$ cat src/rtl/grid_writer.sv
// 4x4 board state with a shadow buffer that is committed to the row colour
// buses only at frame boundaries, plus a blinking cursor overlay and a 16-cycle clear sweep.
module grid_writer #(
  parameter logic [11:0] CLEAR_COLOR  = 12'h000,
  parameter logic [11:0] CURSOR_COLOR = 12'hFFF,
  parameter int          BLINK_FRAMES = 30
) (
  input  logic        clk,
  input  logic        rst_n,
  input  logic        frame_end,
  input  logic        btn_up,
  input  logic        btn_down,
  input  logic        btn_left,
  input  logic        btn_right,
  input  logic        btn_set,
  input  logic        clear,
  input  logic [11:0] color_in,
  input  logic        error_clr,
  output logic [47:0] x1,
  output logic [47:0] x2,
  output logic [47:0] x3,
  output logic [47:0] x4,
  output logic        error,
  output logic [1:0]  cursor_row,
  output logic [1:0]  cursor_col,
  output logic        busy
);

  localparam int CW = (BLINK_FRAMES > 1) ? $clog2(BLINK_FRAMES) : 1;

  typedef enum logic {IDLE, CLEAR} state_t;

  // state_q is the FSM state; observe it hierarchically when binding checkers.
  state_t                state_q, state_d;
  logic [3:0][3:0][11:0] shadow_q, shadow_d;
  logic [3:0][3:0][11:0] disp_q, disp_d;
  logic [1:0]            row_q, row_d, col_q, col_d;
  logic [3:0]            idx_q, idx_d;
  logic                  err_q, err_d, err_set;
  logic [CW-1:0]         cnt_q, cnt_d;
  logic                  phase_q, phase_d;
  logic                  pend_q, pend_d;
  logic [5:0]            cmds;
  logic                  cmd_any, cmd_multi;

  assign cmds      = {btn_up, btn_down, btn_left, btn_right, btn_set, clear};
  assign cmd_any   = |cmds;
  assign cmd_multi = |(cmds & (cmds - 6'd1));

  always_comb begin
    state_d  = state_q;
    shadow_d = shadow_q;
    disp_d   = disp_q;
    row_d    = row_q;
    col_d    = col_q;
    idx_d    = idx_q;
    cnt_d    = cnt_q;
    phase_d  = phase_q;
    pend_d   = pend_q;
    err_set  = 1'b0;

    if (frame_end) begin
      pend_d = 1'b1;
      if (cnt_q == CW'(BLINK_FRAMES - 1)) begin
        cnt_d   = '0;
        phase_d = ~phase_q;
      end else begin
        cnt_d = cnt_q + CW'(1);
      end
    end

    case (state_q)
      IDLE: begin
        if (cmd_multi) begin
          err_set = 1'b1;
        end else if (btn_up) begin
          if (row_q == 2'd0) err_set = 1'b1;
          else               row_d   = row_q - 2'd1;
        end else if (btn_down) begin
          if (row_q == 2'd3) err_set = 1'b1;
          else               row_d   = row_q + 2'd1;
        end else if (btn_left) begin
          if (col_q == 2'd0) err_set = 1'b1;
          else               col_d   = col_q - 2'd1;
        end else if (btn_right) begin
          if (col_q == 2'd3) err_set = 1'b1;
          else               col_d   = col_q + 2'd1;
        end else if (btn_set) begin
          shadow_d[row_q][col_q] = color_in;
        end else if (clear) begin
          state_d = CLEAR;
          row_d   = 2'd0;
          col_d   = 2'd0;
          idx_d   = 4'd0;
        end
        // Commit uses pre-edge shadow and cursor, but the post-edge blink phase.
        if (frame_end || pend_q) begin
          disp_d = shadow_q;
          if (phase_d) disp_d[row_q][col_q] = CURSOR_COLOR;
          pend_d = 1'b0;
        end
      end
      CLEAR: begin
        if (cmd_any) err_set = 1'b1;
        shadow_d[idx_q[3:2]][idx_q[1:0]] = CLEAR_COLOR;
        idx_d = idx_q + 4'd1;
        if (idx_q == 4'd15) state_d = IDLE;
      end
      default: state_d = IDLE;
    endcase

    if (err_set)        err_d = 1'b1;
    else if (error_clr) err_d = 1'b0;
    else                err_d = err_q;
  end

  always_ff @(posedge clk) begin
    if (!rst_n) begin
      state_q  <= IDLE;
      shadow_q <= {16{CLEAR_COLOR}};
      disp_q   <= {16{CLEAR_COLOR}};
      row_q    <= 2'd0;
      col_q    <= 2'd0;
      idx_q    <= 4'd0;
      err_q    <= 1'b0;
      cnt_q    <= '0;
      phase_q  <= 1'b0;
      pend_q   <= 1'b0;
    end else begin
      state_q  <= state_d;
      shadow_q <= shadow_d;
      disp_q   <= disp_d;
      row_q    <= row_d;
      col_q    <= col_d;
      idx_q    <= idx_d;
      err_q    <= err_d;
      cnt_q    <= cnt_d;
      phase_q  <= phase_d;
      pend_q   <= pend_d;
    end
  end

  assign x1         = disp_q[0];
  assign x2         = disp_q[1];
  assign x3         = disp_q[2];
  assign x4         = disp_q[3];
  assign error      = err_q;
  assign cursor_row = row_q;
  assign cursor_col = col_q;
  assign busy       = (state_q == CLEAR);

endmodule
$ cat config.mk
export PLATFORM = sky130hd
export DESIGN_NAME = grid_writer
export DESIGN_NICKNAME = d
export VERILOG_FILES = /design/src/rtl/grid_writer.sv
export SDC_FILE = /design/constraint.sdc
export NUM_CORES = 1
export LEC_CHECK = 0
export CAP_MARGIN = 20
export CELL_PAD_IN_SITES_DETAIL_PLACEMENT = 0
export CELL_PAD_IN_SITES_GLOBAL_PLACEMENT = 1
export CORE_UTILIZATION = 46
export CTS_BUF_LIST = sky130_fd_sc_hd__clkbuf_2
export CTS_CLUSTER_DIAMETER = 150
export CTS_CLUSTER_SIZE = 24
export DETAILED_ROUTE_END_ITERATION = 10
export GPL_ROUTABILITY_DRIVEN = 0
export GPL_TIMING_DRIVEN = 0
export HOLD_SLACK_MARGIN = 0.03
export PLACE_DENSITY_LB_ADDON = 0.1
export REMOVE_ABC_BUFFERS = 1
export SLEW_MARGIN = 20
export SYNTH_ARGS = -nofsm -noshare
export SYNTH_HDL_FRONTEND = slang
export SYNTH_SLANG_ARGS = --single-unit
$ cat constraint.sdc
create_clock -name clk -period 3.1 [get_ports clk]
set_input_delay 0.62 -clock clk [delete_from_list [all_inputs] [get_ports clk]]
set_output_delay 0.62 -clock clk [all_outputs]
set_load 0.01 [all_outputs]
# Yosys cells after proc, flatten, opt, wreduce, memory -nomap -nowiden
# Index checks and enable logic that the tools add are counted.
totals:
  reg_bits: 401
  word_cells: 166
classes:
  order_cmp: 8
  n_reduce_logical: 17
  n_mux: 65
  eq_ne: 20
  n_addsub: 7
  bitwise_logic: 9
ops:
  columns: ["operator", "count"]
  rows:
  - ["2-to-1 mux 192 bit", 7]
  - ["one-hot mux 192 bit (2 select lines)", 1]
  - ["AND 192 bit", 1]
  - ["bitwise mux 192 bit", 1]
  - ["demux 48 bit (select 2 bit)", 2]
  - ["inverter 192 bit", 1]
  - ["bitwise OR 192 bit", 1]
  - ["2-to-1 mux 48 bit", 2]
  - ["demux 12 bit (select 2 bit)", 2]
  - ["2-to-1 mux 4 bit", 7]
  - ["2-to-1 mux 1 bit", 25]
  - ["2-to-1 mux 12 bit", 2]
  - ["2-to-1 mux 2 bit", 12]
  - ["!= test 2 bit (second input constant)", 10]
  - ["!= test 3 bit (second input constant)", 6]
  - ["AND reduction 8 bit", 2]
  - ["less-than comparator 2 x 3 -> 1 bit (second input constant)", 4]
  - ["OR reduction 6 bit", 2]
  - ["greater-or-equal comparator 2 x 1 -> 1 bit (second input constant)", 4]
  - ["one-hot mux 4 bit (2 select lines)", 1]
  - ["AND reduction 7 bit", 1]
  - ["AND 6 bit", 1]
  - ["AND reduction 6 bit", 1]
  - ["nonzero test 3 bit", 2]
  - ["other kinds (16)", 28]

# Longest topological paths before layout
# Gate-level depths: netlist of run 1.
depth:
  word_depth: 14
  depth_mapped: 8

# Worst setup path after synthesis of run 1
# Ideal clock, no wire load.
synth_timing:
  path_type: "input -> register"
  start: "input port btn_left"
  end: "register shadow_q[49] (netlist name)"
  arrival_time_ns: 1.990
  path_stages: 6
  slack_ns: 0.983
  n_path_buf: 2
  required_ns: 2.972
  path_cell_list: "buf_6 -> or4_4 -> o41a_1 -> buf_2 -> a22oi_1 -> nor2_1"
synth_between:
  elab_chain_cells: 5
  word_cells_on_any_way: 6
  classes_between: "1 x add/sub; 2 x eq/ne; 1 x bitwise; 2 x reduce/logical"
synth_rtl:
  columns: ["item", "line", "source"]
  rows:
  - ["start: declaration", "13", "input logic btn_left,"]
  - ["subtractor 6 x 1 -> 6 bit", "48", "assign cmd_multi = |(cmds & (cmds - 6'd1));"]
  - ["AND 6 bit", "48", null]
  - ["OR reduction 6 bit", "48", null]
  - ["!= test 2 bit (no source line)", null, null]
  - ["AND reduction 6 bit (no source line) (*)", null, null]
  - ["end signal: assignment", "120", "shadow_q <= {16{CLEAR_COLOR}};"]
  - ["end signal: assignment", "131", "shadow_q <= shadow_d;"]
  - ["end: declaration", "35", "logic [3:0][3:0][11:0] shadow_q, shadow_d;"]
# Every way passes the cells marked *; elsewhere a longest branch is shown, timed or not.
# A chain may end at the register's enable or synchronous reset.

# Worst setup path in the final report of run 1
layout_timing:
  start: "register state_q, in the netlist busy"
  end: "output port busy"
layout_lines:
  columns: ["item", "line", "source"]
  rows:
  - ["start: declaration", "34", "state_t state_q, state_d;"]
  - ["start signal: assignment", "130", "state_q <= state_d;"]
  - ["end: declaration", "26", "output logic busy"]
# No word-level cell between the ends.

==> flow_metrics.env, run 1 <==
export IMPL_dpl_instance_area_um2=18100
export IMPL_finalWirelength_um=43600
export IMPL_grt_ovfl_total=0
export IMPL_timing_hold_ws_ns=0.327
export IMPL_htreeDepth=1
export IMPL_place_worst_setup_slack_ns=-0.239
export IMPL_finalSetupTns_ns=0
export IMPL_p_sw_mw=2.12
export IMPL_routed_via_density=5.70
export IMPL_period_minus_slack_ns=2.81
export IMPL_die_w_um=185
export IMPL_max_freq_ghz=0.356
export IMPL_die_h_um=185
export IMPL_io_pins=220
export IMPL_synth_top_area_cell="dfxtp_1"
export IMPL_fin_ws_ns=0.294
export IMPL_path_class="reg -> out"
export IMPL_cp_buffers_inverters=1
export IMPL_finalHoldViolCount=0
export IMPL_slowest_delay_ns=0.63
export IMPL_via_count=12996
export IMPL_grt_antenna_before_repair=3
export IMPL_cts_tree="built"
export IMPL_final_area_um2=18300
export IMPL_p_seq_share_pct=67.0
export IMPL_synth_edf_count=0
export IMPL_stdcell_count=2279
export IMPL_multiInputGateArea_um2=5970
export IMPL_cts_buffer_depth=3
export IMPL_ys_warn_count=0
export IMPL_rsz0062_at_grt="false"
export IMPL_vdd_drop_max_mv=0.294
export IMPL_p_total_mw=8.11
export IMPL_period_share_pct=90.5
export IMPL_ys_flop_type="dfxtp_1"
export IMPL_place_hpwl_um=26900
export IMPL_p_sw_share_pct=26.2
export IMPL_yosysMostFrequentCell="dfxtp_1"
export IMPL_syn_avg_cell_area_um2=8.79
export IMPL_firstDrtPassIters=6
export IMPL_drcViolationCount=0
export IMPL_die_area_um2=34100
export IMPL_grt_first_pass_wirelength_um=67700
export IMPL_crit_chain="clkdlybuf4s50_1"
export IMPL_grt_pass1_vias=11838
export IMPL_pwr_share_clk_pct=20.9
export IMPL_arrival_ns=2.19
export IMPL_num_fill_cells=3085
export IMPL_fp_row_count=66
export IMPL_finalSetupViolCount=0
export IMPL_nets=1871
export IMPL_min_path_type="in -> reg"
export IMPL_synthCells=1749
export IMPL_regArea_um2=8030
export IMPL_p_leak_nw=6.08
export IMPL_cts_buffers=20
export IMPL_cp_start_kind="flip-flop"
export IMPL_netlist_area_leader_share_pct=52.2
export IMPL_grt_max_degree=117
export IMPL_dp_cells=2253
export IMPL_powerDensity_nw_per_um2=442
export IMPL_synthArstFlopShare_pct=0
export IMPL_portBuffers=219
export IMPL_clock_skew_final_ns=0.0798
export IMPL_run_status="complete, no violations"
export IMPL_maxCapViolCount=0
export IMPL_clock_latency_ns=1.00
export IMPL_critical_path_top_delay_family="flip-flops"
export IMPL_slew_limit_headroom_pct=23.5
export IMPL_grt_total_usage_pct=25.1
export IMPL_tightest_slew_ns=1.13
export IMPL_synth_area_leaders="dfxtp_1 52%, a31oi_1 7.9%, o21ai_0 6.6%, a22oi_1 6.4%, nor2_1 5.0%"
export IMPL_cp_required_ns=2.48
export IMPL_ys_ff_latch=401
export IMPL_synthesis_area_um2=15400
export IMPL_yosysUniqueCellTypes=52
export IMPL_clock_sinks=401
export IMPL_core_area_um2=32700
export IMPL_areaGrowthSynthToFinish_pct=19.3
export IMPL_report_final_slew_viol_count=0
export IMPL_clock_root_buffer="clkbuf_2"
export IMPL_combinationalPowerShare_pct=12.1
export IMPL_drtIter0Drc=1142
export IMPL_ys_seq_area_share_pct=52.2
export IMPL_clk_pin_slew_worst_paths_ns=0.43
export IMPL_initial_utilization_pct=47.0
export IMPL_drive_above_1_share_pct=4.90
export IMPL_p_int_mw=5.98
export IMPL_worst_setup_path_end_kind="primary output"
export IMPL_crit_fanout=22
export IMPL_wl_per_cell_um=19.1
export IMPL_post_route_util_pct=56.1
export IMPL_yosys_top_cells_count="401 x dfxtp_1, 205 x nor2_1, 202 x o21ai_0"
export IMPL_drtAntennaViolNets=0
export IMPL_cp_slowest_cell="dfxtp_4"
[final cells by class]
cell class	count	share of cell area, %
Sequential cell	401	43.8
Multi-Input combinational cell	958	32.6
Timing Repair Buffer	252	15.8
Inverter	202	4.18
Tap cell	442	3.02
Clock buffer	21	0.573
Clock inverter	1	0.0478
Antenna cell	2	0.0273
[per-layer routing]
metal,track usage (%),up-vias,part of all wire [%]
met5,0,-,0.030
met3,3.64,43,6.2
met1,34.8,6213,46
met4,4.96,2,1.4
met2,41.6,399,47
li1,-,6339,-
[worst paths after layout]
path	start	to	slack, ns	cells past startpoint
worst min-delay path	frame_end	cnt_q[1]	0.33	2
worst max register to register	cnt_q[0]	x2[5]	0.40	5
worst max-delay path	busy	busy	0.29	1
worst min register to register	shadow_q[50]	x2[2]	0.42	2
[power by group through the flow]
stage / Sequential, mW / Combinational [mW] / Clock (mW)
after global routing: 5.46 / 1.06 / 1.92
after CTS: 5.43 / 0.984 / 1.77
after detailed placement: 5.50 / 0.977 / 0
after floorplan: 5.55 / 0.333 / 0
final: 5.43 / 0.985 / 1.69
after global placement: 5.51 / 0.912 / 0
[timing repair]
item	in CTS	in global routing
setup buffers	1	0
gates resized for setup	1	0
hold buffers	1	0
endpoints found under the setup margin	1	0
endpoints found under the hold margin	82	0
[cells in the final DEF, fill, tap and decap left out, types with 3 or more instances in the layout]
| cell | Yosys | layout |
|---|---|---|
| dfxtp_1 | 401 | 400 |
| clkdlybuf4s50_1 | 0 | 218 |
| nor2_1 | 205 | 204 |
| inv_1 | 201 | 200 |
| o21ai_0 | 202 | 195 |
| a31oi_1 | 194 | 194 |
| a22oi_1 | 130 | 130 |
| a32oi_1 | 64 | 64 |
| clkbuf_2 | 1 | 21 |
| buf_16 | 0 | 17 |
| o21ai_1 | 9 | 16 |
| and3_1 | 14 | 14 |
| ha_1 | 14 | 14 |
| nor2b_4 | 0 | 13 |
| a41oi_2 | 0 | 10 |
| and2_1 | 9 | 9 |
| nand2_1 | 8 | 8 |
| buf_12 | 0 | 8 |
| and4b_1 | 7 | 7 |
| and2_0 | 6 | 6 |
| a41oi_1 | 16 | 6 |
| o21a_1 | 4 | 4 |
| a21oi_1 | 4 | 4 |
| nor4bb_1 | 4 | 4 |
| nand2b_1 | 4 | 4 |
| and4_1 | 4 | 4 |
| nor3_1 | 4 | 4 |
| o211a_1 | 3 | 3 |
| nand4_1 | 3 | 3 |
| mux2i_1 | 3 | 3 |
| xor2_1 | 3 | 3 |
| buf_4 | 0 | 3 |
| buf_2 | 27 | 3 |
[kinds of logic (layout without fill, tap and decap cells)]
family | count (synthesis) | after routing | share of synthesized area [%]
adders and majority gates | 15 | 15 | 1.20
and+or+nand+nor | 299 | 299 | 9.13
DFF | 401 | 401 | 52.2
AOI/OAI and AO/OA | 636 | 636 | 26.8
other | 0 | 2 | 0
muxes | 4 | 4 | 0.269
xor gates and xnor gates | 4 | 4 | 0.228
buffers and inverters | 390 | 476 | 10.1
[registers in the layout, summed over array words and instances (netlist names)]
signal and count:
shadow_q 192, error 1, pend_q 1, x3 48
busy 1, x1 48, x2 48, idx_q 4
cursor_col 2, x4 48, phase_q 1, cursor_row 2
cnt_q 5
No activity file was read; power rests on OpenSTA's default activity.
==> run 2: changes to the inputs <==
- CTS_CLUSTER_SIZE: 24 -> not set
==> run 2 against run 1 <==
Power grew 19%. Core utilization grew 2.1 points. First-iteration DRC count down 0.88%. Combinational power is essentially flat. Hold slack worse by 0.19 ns. Flip-flop and latch count unchanged. Sequential share of layout area is 1.6 points lower. Clock skew down 0.0072 ns. Final area grew 3.7%. Critical path depth stayed put. Maximum frequency down 5.0%. Sequential power is 0.9% lower. Critical endpoint unchanged. Largest power group unchanged.
==> flow_metrics.env, run 2 (synthesized netlist as in run 1, its figures left out) <==
export IMPL_die_w_um=185
export IMPL_grt_ovfl_total=0
export IMPL_final_common_cell="dfxtp_1"
export IMPL_p_int_mw=6.99
export IMPL_finalWirelength_um=44700
export IMPL_post_route_util_pct=58.1
export IMPL_drtAntennaViolNets=0
export IMPL_min_path_type="in -> reg"
export IMPL_drcViolationCount=0
export IMPL_vdd_drop_max_mv=0.213
export IMPL_cp_buffers_inverters=1
export IMPL_pwr_share_clk_pct=34.0
export IMPL_grt_max_degree=117
export IMPL_p_leak_nw=6.61
export IMPL_drtIter0Drc=1132
export IMPL_nets=1949
export IMPL_multiInputGateArea_um2=5980
export IMPL_clk_pin_slew_worst_paths_ns=0.09
export IMPL_cp_start_kind="flip-flop"
export IMPL_crit_fanout=42
export IMPL_largest_reg_flops=192
export IMPL_layout_common_cells="400 x dfxtp_1, 218 x clkdlybuf4s50_1, 204 x nor2_1"
export IMPL_arrival_ns=2.33
export IMPL_period_minus_slack_ns=2.95
export IMPL_wl_per_cell_um=18.5
export IMPL_combinationalPowerShare_pct=10.2
export IMPL_cp_slowest_cell="dfxtp_4"
export IMPL_drive_above_1_share_pct=11.2
export IMPL_p_total_mw=9.65
export IMPL_maxCapViolCount=0
export IMPL_portBuffers=219
export IMPL_die_area_um2=34100
export IMPL_regArea_um2=8030
export IMPL_period_share_pct=95.3
export IMPL_p_sw_mw=2.66
export IMPL_crit_chain="clkdlybuf4s50_1"
export IMPL_io_pins=220
export IMPL_grt_pass1_vias=12571
export IMPL_firstDrtPassIters=7
export IMPL_slowest_delay_ns=0.77
export IMPL_path_class="reg -> out"
export IMPL_cp_required_ns=2.48
export IMPL_max_freq_ghz=0.338
export IMPL_num_fill_cells=3076
export IMPL_core_area_um2=32700
export IMPL_dp_cells=2253
export IMPL_fp_row_count=66
export IMPL_grt_first_pass_wirelength_um=69600
export IMPL_report_final_slew_viol_count=0
export IMPL_finalSetupViolCount=0
export IMPL_routed_via_density=5.61
export IMPL_place_worst_setup_slack_ns=-0.239
export IMPL_grt_total_usage_pct=25.9
export IMPL_worst_setup_path_end_kind="primary output"
export IMPL_powerDensity_nw_per_um2=508
export IMPL_regMostFlops="shadow_q"
export IMPL_cts_tree="built"
export IMPL_rsz0062_at_grt="false"
export IMPL_p_seq_share_pct=55.8
export IMPL_htreeDepth=3
export IMPL_cts_buffer_depth=3
export IMPL_p_sw_share_pct=27.6
export IMPL_finalHoldViolCount=0
export IMPL_fin_ws_ns=0.145
export IMPL_place_hpwl_um=26900
export IMPL_stdcell_count=2417
export IMPL_clock_skew_final_ns=0.0725
export IMPL_slew_limit_headroom_pct=19.8
export IMPL_critical_path_top_delay_family="flip-flops"
export IMPL_grt_antenna_before_repair=4
export IMPL_run_status="complete, no violations"
export IMPL_clock_latency_ns=0.92
export IMPL_finalSetupTns_ns=0
export IMPL_initial_utilization_pct=47.0
export IMPL_clock_sinks=401
export IMPL_tightest_slew_ns=1.19
export IMPL_areaGrowthSynthToFinish_pct=23.7
export IMPL_clock_root_buffer="clkbuf_2"
export IMPL_cts_buffers=100
export IMPL_die_h_um=185
export IMPL_via_count=13552
## run 2: cell types whose count changed in the layout (fill, tap and decap cells not counted), sizes merged
cell         before  now
buf              33   32
clkbuf           21  146
clkinv            0   13
clkinvlp          0    2
diode             2    3
dlygate4sd3       1    0
inv             203  202
## run 2: repair_timing
action / in CTS / in global routing
hold buffers: 0 / 0
setup buffers: 0 / 0
resized for setup: 1 / 0
endpoints found under the setup margin: 1 / 0
## run 2: layout make-up
type | instances | share of cell area, %
Antenna cell | 3 | 0.0395
Clock buffer | 146 | 3.84
Clock inverter | 15 | 0.402
Inverter | 202 | 4.03
Multi-Input combinational cell | 958 | 31.5
Sequential cell | 401 | 42.3
Tap cell | 442 | 2.91
Timing Repair Buffer | 250 | 15.0
## run 2: stage by stage
step / instance area, um^2 / hold slack [ns]
2_1_floorplan: 14600 / 0.432
5_1_grt: 19000 / 0.124
6_report: 19000 / 0.137
3_5_place_dp: 18100 / 0.445
3_3_place_gp: 17300 / 0.444
4_1_cts: 18900 / 0.0626
## run 2: layer usage
layer / track usage, % / routed length, um
met1: 34.6 / 19900
met2: 41.7 / 20800
met3: 5.31 / 3200
met4: 8.56 / 810
met5: 0 / 15
## run 2: worst paths after layout
kind / start / end / slack [ns] / cells after the start
setup / recovery: busy / busy / 0.15 / 1
hold / removal: rst_n / x3[19] / 0.14 / 3
setup reg to reg: busy / shadow_q[61] / 0.54 / 4
hold reg to reg: shadow_q[82] / x2[34] / 0.41 / 2
## run 2: power groups by stage
| stage | sequential [mW] | clock [mW] | combinational, mW |
|---|---|---|---|
| 6_report | 5.38 | 3.28 | 0.982 |
| 3_3_place_gp | 5.51 | 0 | 0.912 |
| 4_1_cts | 5.38 | 3.40 | 0.981 |
| 5_1_grt | 5.40 | 3.66 | 1.06 |
| 2_1_floorplan | 5.55 | 0 | 0.333 |
| 3_5_place_dp | 5.50 | 0 | 0.977 |
==> run 3: changes to the inputs <==
- SETUP_SLACK_MARGIN: not set -> 0.2
==> run 3 against run 2 <==
Via count decreased by 0.18%. Worst setup slack improved by 0.31 ns. Sequential share of layout area about the same. Clock skew increased by 0.0061 ns. Largest power group unchanged.
==> flow_metrics.env, run 3 (synthesized netlist as in run 1, its figures left out) <==
export IMPL_clock_sinks=401
export IMPL_fp_row_count=66
export IMPL_critical_path_top_delay_family="buffers and inverters"
export IMPL_max_freq_ghz=0.378
export IMPL_wl_per_cell_um=18.6
export IMPL_firstDrtPassIters=5
export IMPL_place_hpwl_um=26900
export IMPL_die_h_um=185
export IMPL_cts_buffer_depth=3
export IMPL_path_class="reg -> out"
export IMPL_grt_ovfl_total=0
export IMPL_p_sw_share_pct=27.6
export IMPL_period_share_pct=85.2
export IMPL_run_status="complete, no violations"
export IMPL_min_to="x3[19]"
export IMPL_die_w_um=185
export IMPL_tightest_slew_ns=1.18
export IMPL_cp_slowest_cell="clkdlybuf4s50_1"
export IMPL_rr_worst_depth=5
export IMPL_portBuffers=219
export IMPL_regMostFlops="shadow_q"
export IMPL_rsz0062_at_grt="false"
export IMPL_largest_reg_flops=192
export IMPL_final_common_cell="dfxtp_1"
export IMPL_slew_limit_headroom_pct=20.4
export IMPL_drcViolationCount=0
export IMPL_crit_fanout=22
export IMPL_core_area_um2=32700
export IMPL_timing_reg2reg_setup_slack_ns=0.54
export IMPL_worstHoldStart="rst_n"
export IMPL_die_area_um2=34100
export IMPL_grt_total_usage_pct=26.0
export IMPL_via_count=13527
export IMPL_holdPathStages=3
export IMPL_cts_tree="built"
export IMPL_pwr_share_clk_pct=34.1
export IMPL_postCtsHoldBufs=0
export IMPL_routed_via_density=5.59
export IMPL_period_minus_slack_ns=2.64
export IMPL_drtAntennaViolNets=0
export IMPL_combinationalPowerShare_pct=10.2
export IMPL_layout_common_cells="400 x dfxtp_1, 218 x clkdlybuf4s50_1, 204 x nor2_1"
export IMPL_drive_above_1_share_pct=11.2
export IMPL_p_seq_share_pct=55.7
export IMPL_areaGrowthSynthToFinish_pct=23.8
export IMPL_nets=1950
export IMPL_initial_utilization_pct=47.0
export IMPL_clock_root_buffer="clkbuf_2"
export IMPL_worst_setup_path_end_kind="primary output"
export IMPL_p_total_mw=9.65
export IMPL_report_final_slew_viol_count=0
export IMPL_grt_pass1_vias=12596
export IMPL_clock_latency_ns=0.93
export IMPL_grt_antenna_before_repair=4
export IMPL_p_sw_mw=2.66
export IMPL_htreeDepth=3
export IMPL_min_path_type="in -> reg"
export IMPL_cp_buffers_inverters=1
export IMPL_clk_pin_slew_worst_paths_ns=0.09
export IMPL_arrival_ns=2.02
export IMPL_regToRegStartpoint="cnt_q[0]"
export IMPL_cp_start_kind="flip-flop"
export IMPL_timing_hold_ws_ns=0.133
export IMPL_grt_first_pass_wirelength_um=69800
export IMPL_p_leak_nw=6.62
export IMPL_io_pins=220
export IMPL_powerDensity_nw_per_um2=507
export IMPL_grt_max_degree=117
export IMPL_vdd_drop_max_mv=0.213
export IMPL_finalWirelength_um=44900
export IMPL_cp_required_ns=2.48
export IMPL_r2r_end="x2[10]"
export IMPL_drtIter0Drc=1047
export IMPL_finalHoldViolCount=0
export IMPL_p_int_mw=6.99
export IMPL_finalSetupViolCount=0
export IMPL_clock_skew_final_ns=0.0786
export IMPL_crit_chain="clkdlybuf4s50_1"
export IMPL_slowest_delay_ns=0.60
export IMPL_maxCapViolCount=0
export IMPL_cts_buffers=100
export IMPL_finalSetupTns_ns=0
-- run 3: worst max path at each step --
stage              start  endpoint  cells past startpoint
6_report            busy      busy                      1
5_1_grt         cnt_q[0]    x2[10]                      5
4_1_cts             busy      busy                      1
3_5_place_dp   frame_end     x2[6]                      5
3_3_place_gp   frame_end    x2[40]                      5
2_1_floorplan       busy     x1[0]                      3
-- run 3: repair_timing --
item	CTS	global route
gates resized for setup	1	0
setup endpoints to repair	27	0
setup buffers	1	0
-- run 3: routing by layer --
| metal | GRT usage [%] | wire (um) | vias to the layer above |
|---|---|---|---|
| li1 | - | - | 6578 |
| met1 | 34.7 | 20200 | 6448 |
| met2 | 42.0 | 20900 | 432 |
| met3 | 5.27 | 2900 | 67 |
| met4 | 8.60 | 791 | 2 |
| met5 | 0 | 13 | - |
-- run 3: metrics by stage --
stage          std cells  setup slack [ns]  cell area (um^2)  utilization [%]
5_1_grt             2417             0.356             19000             58.2
3_3_place_gp        2222            -14.68             17300             52.9
4_1_cts             2415             0.385             19000             58.0
6_report            2418             0.457             19000             58.2
2_1_floorplan       1561             -8.78             14600                -
3_5_place_dp        2253            -0.239             18100             55.5
-- run 3: power groups by stage --
| stage | registers, mW | clock network [mW] | logic (mW) |
|---|---|---|---|
| 3_5_place_dp | 5.50 | 0 | 0.977 |
| 3_3_place_gp | 5.51 | 0 | 0.912 |
| 4_1_cts | 5.38 | 3.40 | 0.984 |
| 2_1_floorplan | 5.55 | 0 | 0.333 |
| 5_1_grt | 5.40 | 3.66 | 1.06 |
| 6_report | 5.38 | 3.29 | 0.985 |
-- run 3: cell type report --
type                       count  area (um^2)
antenna                        3         7.51
clock inverter                15         76.3
timing repair buffer         251         2880
clock buffer                 146          731
sequential                   401         8030
multi-input combinational    958         5980
inverter                     202          766
fill                        3074        13700
tap                          442          553
